[src/rtl/alu_pkg.sv]
// Shared types and helpers for the operand entry front end of the 6-bit signed ALU.
package alu_pkg;

  localparam int OPW = 6;

  typedef enum logic [1:0] {
    S_A    = 2'd0,
    S_B    = 2'd1,
    S_DONE = 2'd2
  } load_state_t;

  // Sign + magnitude to two's complement; a negative zero collapses to 0.
  function automatic logic [OPW-1:0] to_twos(input logic sign, input logic [OPW-1:0] mag);
    logic [OPW-1:0] neg;
    neg = ~mag + {{(OPW-1){1'b0}}, 1'b1};
    if (sign && (mag != '0)) return neg;
    return mag;
  endfunction

  // Negative entries may reach one step further than positive ones (-2^(OPW-1)).
  function automatic logic entry_legal(input logic sign, input logic [OPW-1:0] mag);
    logic [OPW-1:0] half;
    half = {1'b1, {(OPW-1){1'b0}}};
    if (sign) return (mag <= half);
    return (mag < half);
  endfunction

endpackage

[src/rtl/btn_debounce.sv]
// Push-button conditioning: 2-flop synchroniser, stability counter, and a
// one-cycle pulse on each accepted rising edge of the debounced level.
module btn_debounce #(
  parameter int DB_CYCLES = 250000
) (
  input  logic clk,
  input  logic reset,
  input  logic btn,
  output logic press
);

  localparam int CW = (DB_CYCLES > 1) ? $clog2(DB_CYCLES) : 1;
  localparam logic [CW-1:0] CNT_MAX = CW'(DB_CYCLES - 1);

  logic          sync1;
  logic          sync2;
  logic          level;
  logic [CW-1:0] cnt;

  always_ff @(posedge clk) begin
    if (reset) begin
      sync1 <= 1'b0;
      sync2 <= 1'b0;
      level <= 1'b0;
      cnt   <= '0;
      press <= 1'b0;
    end else begin
      sync1 <= btn;
      sync2 <= sync1;
      press <= 1'b0;
      if (sync2 == level) begin
        cnt <= '0;
      end else if (cnt == CNT_MAX) begin
        // Level held long enough: accept it; only a rise is reported.
        level <= sync2;
        cnt   <= '0;
        press <= sync2;
      end else begin
        cnt <= cnt + CW'(1);
      end
    end
  end

endmodule

[src/rtl/operand_loader.sv]
// Captures operands A then B from sign/magnitude switches on debounced load
// presses, range-checks them and holds the two's-complement values.
module operand_loader
  import alu_pkg::*;
#(
  parameter int WIDTH     = OPW,
  parameter int DB_CYCLES = 250000
) (
  input  logic             clk,
  input  logic             reset,
  input  logic [WIDTH-1:0] mag_sw,
  input  logic             sign_sw,
  input  logic             load_btn,
  input  logic             clear_btn,
  output logic [WIDTH-1:0] A,
  output logic [WIDTH-1:0] B,
  output logic             operands_valid,
  output logic             entry_err,
  output logic [1:0]       stage,
  output logic             nA_LED,
  output logic             nB_LED
);

  logic             load_p;
  logic             clear_p;
  logic [WIDTH-1:0] value;
  logic             legal;
  load_state_t      state;

  btn_debounce #(.DB_CYCLES(DB_CYCLES)) u_load_db (
    .clk   (clk),
    .reset (reset),
    .btn   (load_btn),
    .press (load_p)
  );

  btn_debounce #(.DB_CYCLES(DB_CYCLES)) u_clear_db (
    .clk   (clk),
    .reset (reset),
    .btn   (clear_btn),
    .press (clear_p)
  );

  // Switches are only looked at in the cycle a load pulse is present.
  assign value = to_twos(sign_sw, mag_sw);
  assign legal = entry_legal(sign_sw, mag_sw);

  always_ff @(posedge clk) begin
    if (reset) begin
      state          <= S_A;
      A              <= '0;
      B              <= '0;
      operands_valid <= 1'b0;
      entry_err      <= 1'b0;
    end else if (clear_p) begin
      // Clear takes priority over a coincident load.
      state          <= S_A;
      A              <= '0;
      B              <= '0;
      operands_valid <= 1'b0;
      entry_err      <= 1'b0;
    end else if (load_p) begin
      if (!legal) begin
        entry_err <= 1'b1;
      end else begin
        entry_err <= 1'b0;
        case (state)
          S_A: begin
            A     <= value;
            state <= S_B;
          end
          S_B: begin
            B              <= value;
            operands_valid <= 1'b1;
            state          <= S_DONE;
          end
          S_DONE: begin
            A              <= value;
            operands_valid <= 1'b0;
            state          <= S_B;
          end
          default: state <= S_A;
        endcase
      end
    end
  end

  assign stage  = state;
  assign nA_LED = A[WIDTH-1];
  assign nB_LED = B[WIDTH-1];

endmodule

[config.mk]
export PLATFORM = sky130hd
export DESIGN_NAME = operand_loader
export DESIGN_NICKNAME = d
export VERILOG_FILES = /design/src/rtl/alu_pkg.sv /design/src/rtl/btn_debounce.sv /design/src/rtl/operand_loader.sv
export SDC_FILE = /design/constraint.sdc
export NUM_CORES = 1
export LEC_CHECK = 0
export ABC_AREA = 1
export BUFFER_PORTS_ARGS = -buffer_cell sky130_fd_sc_hd__buf_2
export CORE_MARGIN = 3
export CORE_UTILIZATION = 62
export DETAILED_ROUTE_END_ITERATION = 12
export MAX_ROUTING_LAYER = met4
export PLACE_DENSITY = 0.84
export SYNTH_ARGS = -nofsm -noshare
export SYNTH_HDL_FRONTEND = slang
export SYNTH_HIERARCHICAL = 1
export SYNTH_SLANG_ARGS = --single-unit
[constraint.sdc]
create_clock -name clk -period 4.1 [get_ports clk]
set_input_delay 0 -clock clk [delete_from_list [all_inputs] [get_ports clk]]
set_output_delay 0 -clock clk [all_outputs]
set_load 0.1 [all_outputs]
Word level (Yosys, flattened, before mapping)
Index checks and enable logic that the tools add are counted.

storage, ports and cells
  register bits after elaboration = 60
  bits in latches = 0
  bits in writable memories = 0
  ROM bits = 0
  input bits = 11
  output and inout port bits = 18
  word-level logic and storage cells = 56
  memories = 0

cells by class
  add/sub/neg operators = 3
  multipliers = 0
  divide/modulo/power cells = 0
  order comparisons = 2
  equality and inequality tests = 6
  shift-type cells = 0
  multiplexer cells = 9
  bitwise gates (word level) = 5
  reduce and logical (&&, ||, !) cells = 16

operator list
  operator                 number
  $add A18 B1 Y18 const B  2
  $eq A18 B18 Y1 const B   2
  $mux W6                  2
  $reduce_or A3 Y1         4
  $reduce_and A3 Y1        3
  $add A6 B1 Y6 const B    1
  $le A6 B6 Y1 const B     1
  $lt A6 B6 Y1 const B     1
  $not A6 Y6               1
  $reduce_and A2 Y1        3
  $reduce_bool A6 Y1       1
  $mux W1                  5
  $not A1 Y1               4
  $pmux W2 S2              1
  $reduce_or A2 Y1         2
  $eq A1 B1 Y1             2
  $eq A2 B1 Y1 const B     1
  $eq A2 B2 Y1 const B     1
  $logic_not A2 Y1         1
  $pmux W1 S2              1
  $reduce_bool A2 Y1       1
  $logic_and A1 B1 Y1      1

Longest topological paths before layout
  depth in word-level cells = 4
  mapped depth = 11
  gate-level depth less buffers = 11

By module
Netlist, hierarchy kept.

by module, submodules not included
  module          instances  cells each  area each (um^2)  sequential area each (um^2)
  btn_debounce    2          172         1208.7            440.4
  operand_loader  1          137         918.4             320.3

Worst setup path before layout
OpenSTA, ideal clock, no wires.

  path kind = reg2reg
  from = register state[0], in the netlist stage[0]
  to = register operands_valid
  library setup time = 117 ps
  data arrival time = 1784 ps
  data required time = 3983 ps
  path slack = 2199 ps
  cell stages (with the launch flop) = 8
  path buffers = 0
  cells stage by stage = dfxtp_1 -> inv_1 -> ha_1 -> inv_1 -> nor2_2 -> nand2_1 -> nand2_1 -> nor2_1

between the ends
  longest elaborated chain between the ends = 3
  elaborated cells on any way between the ends = 5
  classes of those cells = eq/ne (2); mux (1); reduce/logical (2)

ends and longest elaborated chain
  element                                       RTL line              text
  start: declaration                            operand_loader.sv:28  load_state_t state;
  start signal: assignment                      operand_loader.sv:50  state <= S_A;
  start signal: assignment                      operand_loader.sv:57  state <= S_A;
  start signal: assignment                      operand_loader.sv:70  state <= S_B;
  $eq A2 B2 Y1 or $eq A2 B1 Y1 (tied branches)  operand_loader.sv:67  case (state)
  $reduce_bool A2 Y1 (no line)                  --
  $reduce_and A3 Y1 (no line)                   --
  end signal: assignment                        operand_loader.sv:60  operands_valid <= 1'b0;
  end signal: assignment                        operand_loader.sv:74  operands_valid <= 1'b1;
  end signal: assignment                        operand_loader.sv:79  operands_valid <= 1'b0;
  end: declaration                              operand_loader.sv:17  output logic operands_valid,

Several ways; a longest one is shown, not always the timed one.
A chain may end at the register's enable or synchronous reset.

Final worst setup path
  from = input port reset
  to = register state[0], in the netlist stage[0]

between the ends
  longest elaborated chain between the ends = 1

ends and longest elaborated chain
  element                     RTL line              text
  start: declaration          operand_loader.sv:10  input logic reset,
  $reduce_or A2 Y1 (no line)  --

No other way between the ends.

==> qor.log <==
INFO  worst_setup_path reg2regPathDepth=5
INFO  clock_tree     clk_path_buf_depth=2
INFO  yosys          syn_avg_cell_area=6.93um2
INFO  sta            slew_violations=0
INFO  cells_and_area fin_nets=536
INFO  power_and_ir_drop power_leakage=0.00148uW
INFO  die            initial_utilization=64.9%
INFO  grt            grt.total_usage=24.5%
INFO  clock_tree     clock_sinks=60
INFO  power_and_ir_drop comb_power_share=3.7%
INFO  route          drt_pass1_iterations=4
INFO  power_and_ir_drop seq_power_share=48.8%
INFO  clock_tree     cts_max_level=3
INFO  grt            grt_start_max_net_pins=17
INFO  power_and_ir_drop power_density=322nW/um2
INFO  sta            highest_clock_rate=605MHz
INFO  route          route.detailed.vias_per_inst=5.00
INFO  cells_and_area flow.area_growth_from_synthesis=12.3%
INFO  grt            grt_first_pass_wirelength=11900um
INFO  clock_tree     clock_tree_from_tritoncts=done
INFO  worst_setup_path worstSetupPathType=input port to register
INFO  sta            timing.clock.skew=0.00693ns
INFO  route          drt_iter0_drc=133
INFO  worst_setup_path timing.critical_path.buf_inv=3
INFO  die            die_width=79.4um
INFO  worst_setup_path setup.reg_to_reg.worst_slack=2.53ns
INFO  hold_path      hold_path_class=input port to register
INFO  power_and_ir_drop power_frac_clock=47.6%
INFO  power_and_ir_drop internal_portion_of_total_power=948uW
INFO  grt            number_of_global_route_vias_before_repair=2911
INFO  run            cap_viol_max_count=0
INFO  worst_setup_path arrival=1.92ns
INFO  worst_setup_path critical_path.reg2reg.endpoint=stage[0]
INFO  die            fp.dieH=79.4um
INFO  sta            post_route_setup_tns=0ns
INFO  power_and_ir_drop proportion_of_total_power_due_to_net_switching=21.3%
INFO  route          routed_wire_length_per_instance=11.3um
INFO  yosys          synth_cell_types=27
INFO  cells_and_area n_antenna_cell=0
INFO  route          via_count_of_the_routed_design=2959
INFO  die            fp-row-count=26
INFO  worst_setup_path setup.worst_path.end=stage[0]
INFO  clock_tree     post-cts-setup-buffer-count=0
INFO  worst_setup_path crit_path_start_kind=input port
INFO  worst_setup_path cp_num_cells=7
INFO  placement      buffer_ports.inserted=28
INFO  route          wl=6710um
INFO  die            core_region_area=5140um2
INFO  sta            min_period_over_period=40.3%
INFO  die            num_ports=29
INFO  worst_setup_path worstPathMaxFanout=14
INFO  yosys          post_synth_instance_area=3340um2
INFO  worst_setup_path cpPeakStageDelay=0.64ns
INFO  placement      finalWeightedCongestion=0.944
INFO  worst_setup_path rr_startpoint=u_clear_db/press
INFO  clock_tree     tritoncts.num_buffers=9
INFO  yosys          ys_seq_area_share=36.0%
INFO  sta            max_slew.worst_pin.slew=0.835ns
INFO  sta            finalSetupViolCount=0
INFO  clock_tree     worstSkewPairLatency=0.34ns
INFO  worst_setup_path cp.required=4.36ns
INFO  worst_setup_path crit_path_start=reset
INFO  clock_tree     clkTransAtPathRegs=0.06ns
INFO  clock_tree     cts_resized=0
INFO  worst_setup_path endpoint_kind=register
INFO  power_and_ir_drop ir_drop=322uV
INFO  grt            antenna_violations_before_repair=0
INFO  die            die_area=6300um2
INFO  sta            report.final.hold_viol_count=0
INFO  status         status=finished, final reports clean
INFO  placement      place_hpwl=5050um
INFO  clock_tree     ctsRootBufferMaster=clkbuf_8
INFO  power_and_ir_drop p_sw=256uW
INFO  yosys          yosysWarningCount=6
INFO  sta            post_layout_min_period=1.65ns
INFO  worst_setup_path cell_by_cell_trace_of_the_critical_path=dlygate4sd3_1 -> buf_2 -> nor2_1 -> inv_1 -> nor2_1 -> o21ai_0 -> o22ai_1
INFO  grt            grt_overflow=0
INFO  power_and_ir_drop power.total=1200uW
INFO  worst_setup_path cpMaxStageDelayCell=nor2_1
INFO  yosys          syn_inst=481
INFO  yosys          count_of_state_elements_after_synthesis=60
INFO  route          number_of_nets_still_failing_antenna_checks_after_routing=0
INFO  route          drcViolationCount=0
INFO  sta            unrepaired_setup_endpoints_after_global_routing=no
INFO  yosys          synth_fp_nets=500
INFO  worst_setup_path critical_path.most_common_cell=nor2_1
INFO  cells_and_area drive_gt1_share=19.0%
INFO  sta            max_slew_margin=44.1%
INFO  worst_setup_path cp_top_family=buffers and inverters
INFO  hold_path      holdPathStages=5
[Yosys cell counts]
library cell / n / area share (%)
nand4_1: 6 / 1.1
nand3_2: 6 / 1.8
nand2_1: 110 / 12
nor2b_1: 2 / 0.38
nand3_4: 2 / 1.1
buf_6: 1 / 0.34
buf_4: 4 / 0.90
nor2_4: 4 / 1.4
ha_1: 8 / 3.0
clkbuf_8: 1 / 0.41
nand2_2: 9 / 1.7
inv_1: 61 / 6.9
buf_2: 1 / 0.15
nor2_1: 89 / 10
xnor2_1: 7 / 1.8
nand3b_1: 3 / 0.68
inv_2: 3 / 0.34
a21oi_1: 13 / 2.0
dfxtp_1: 60 / 36
o22ai_1: 1 / 0.19
buf_12: 2 / 1.2
nand2_4: 2 / 0.68
xor2_1: 15 / 3.9
o21ai_0: 9 / 1.4
nand3_1: 31 / 4.7
nor2_2: 29 / 5.4
o21ai_1: 2 / 0.30
[layer usage]
metal  wire (um)  GRT usage (%)  vias up
li1            -              -     1547
met1        2900           26.2     1353
met2        3480           43.1       48
met3         238           7.26       11
met4          93           8.42        0
met5           0              -        -
[power groups by stage]
stage	registers, uW	logic [uW]	clock network (uW)
after global routing	587	48.6	612
after CTS	587	43.3	583
after global placement	600	37.4	0
final	587	44.1	573
after detailed placement	600	38.5	0
after floorplan	600	29.0	0
[cells by family (layout without fill, tap and decap cells)]
group	after synthesis	count (layout)	share of synthesized area, %
compound gates	25	25	3.79
xor+xnor	22	22	5.78
fa+ha+maj	8	8	3.00
buf+inv	73	114	10.2
flops	60	60	36.0
simple gates	293	293	41.2
[registers in the layout (all words and copies together) (netlist names)]
register and cells:
u_clear_db/press 1, u_load_db/sync2 1, u_clear_db/sync2 1, u_clear_db/sync1 1, u_load_db/sync1 1, A 6, entry_err 1, B 6
stage 2, u_load_db/level 1, u_clear_db/level 1, operands_valid 1, u_load_db/cnt 18, u_clear_db/cnt 18, u_load_db/press 1
[metrics by stage]
step,util (%),hold WS (ns),std cells,setup slack [ns],cell area [um2]
2_1_floorplan,-,0.0712,481,2.20,3340
3_3_place_gp,67.4,0.206,570,2.63,3460
3_5_place_dp,67.4,0.218,570,2.56,3460
4_1_cts,72.9,0.00898,592,2.51,3740
5_1_grt,72.9,0.0555,592,2.30,3740
6_report,72.9,0.0232,592,2.45,3740
[worst min path at each step]
stage                   start               end  slack, ns
global route        mag_sw[3]              B[3]       0.06
detailed placement  clear_btn  u_clear_db/sync1       0.22
global placement    clear_btn  u_clear_db/sync1       0.21
CTS                 mag_sw[5]              A[5]      0.009
floorplan               reset  u_clear_db/sync1       0.07
finish              mag_sw[5]              A[5]       0.02
[cell usage in the layout, fill, tap and decap left out]
cell	n
dfxtp_1	60
clkinvlp_4	1
nor2_2	29
nand4_1	6
clkinv_2	1
nor2_1	89
o21ai_0	9
o21ai_1	2
xor2_1	15
bufinv_16	1
ha_1	8
nand2_1	110
a21oi_1	13
nand3b_1	3
buf_2	28
nor2b_1	2
o22ai_1	1
nor2_4	4
nand3_1	31
nand3_4	2
clkbuf_8	13
inv_2	3
nand2_2	9
dlygate4sd3_1	6
nand2_4	2
xnor2_1	7
inv_1	61
nand3_2	6
[area by class of cell]
| class | count | area (um2) |
|---|---|---|
| Timing Repair Buffer | 34 | 200 |
| Multi-Input combinational cell | 348 | 1790 |
| Sequential cell | 60 | 1200 |
| Clock inverter | 3 | 42.5 |
| Fill cell | 435 | 1400 |
| Tap cell | 70 | 87.6 |
| Clock buffer | 13 | 179 |
| Inverter | 64 | 240 |
[repair_timing]
| action | 4_1_cts | 5_1_grt |
|---|---|---|
| hold buffers | 6 | 0 |
| endpoints found under the hold margin | 6 | 0 |
| endpoints found under the setup margin | 0 | 0 |
[tightest hold or removal path, stage by stage]
cell and delay (ns):
buf_2 0.11, nand2_1 0.07, nand3_1 0.07, nand2_1 0.05
inv_1 0.04
(Power assumes the default switching activity.)
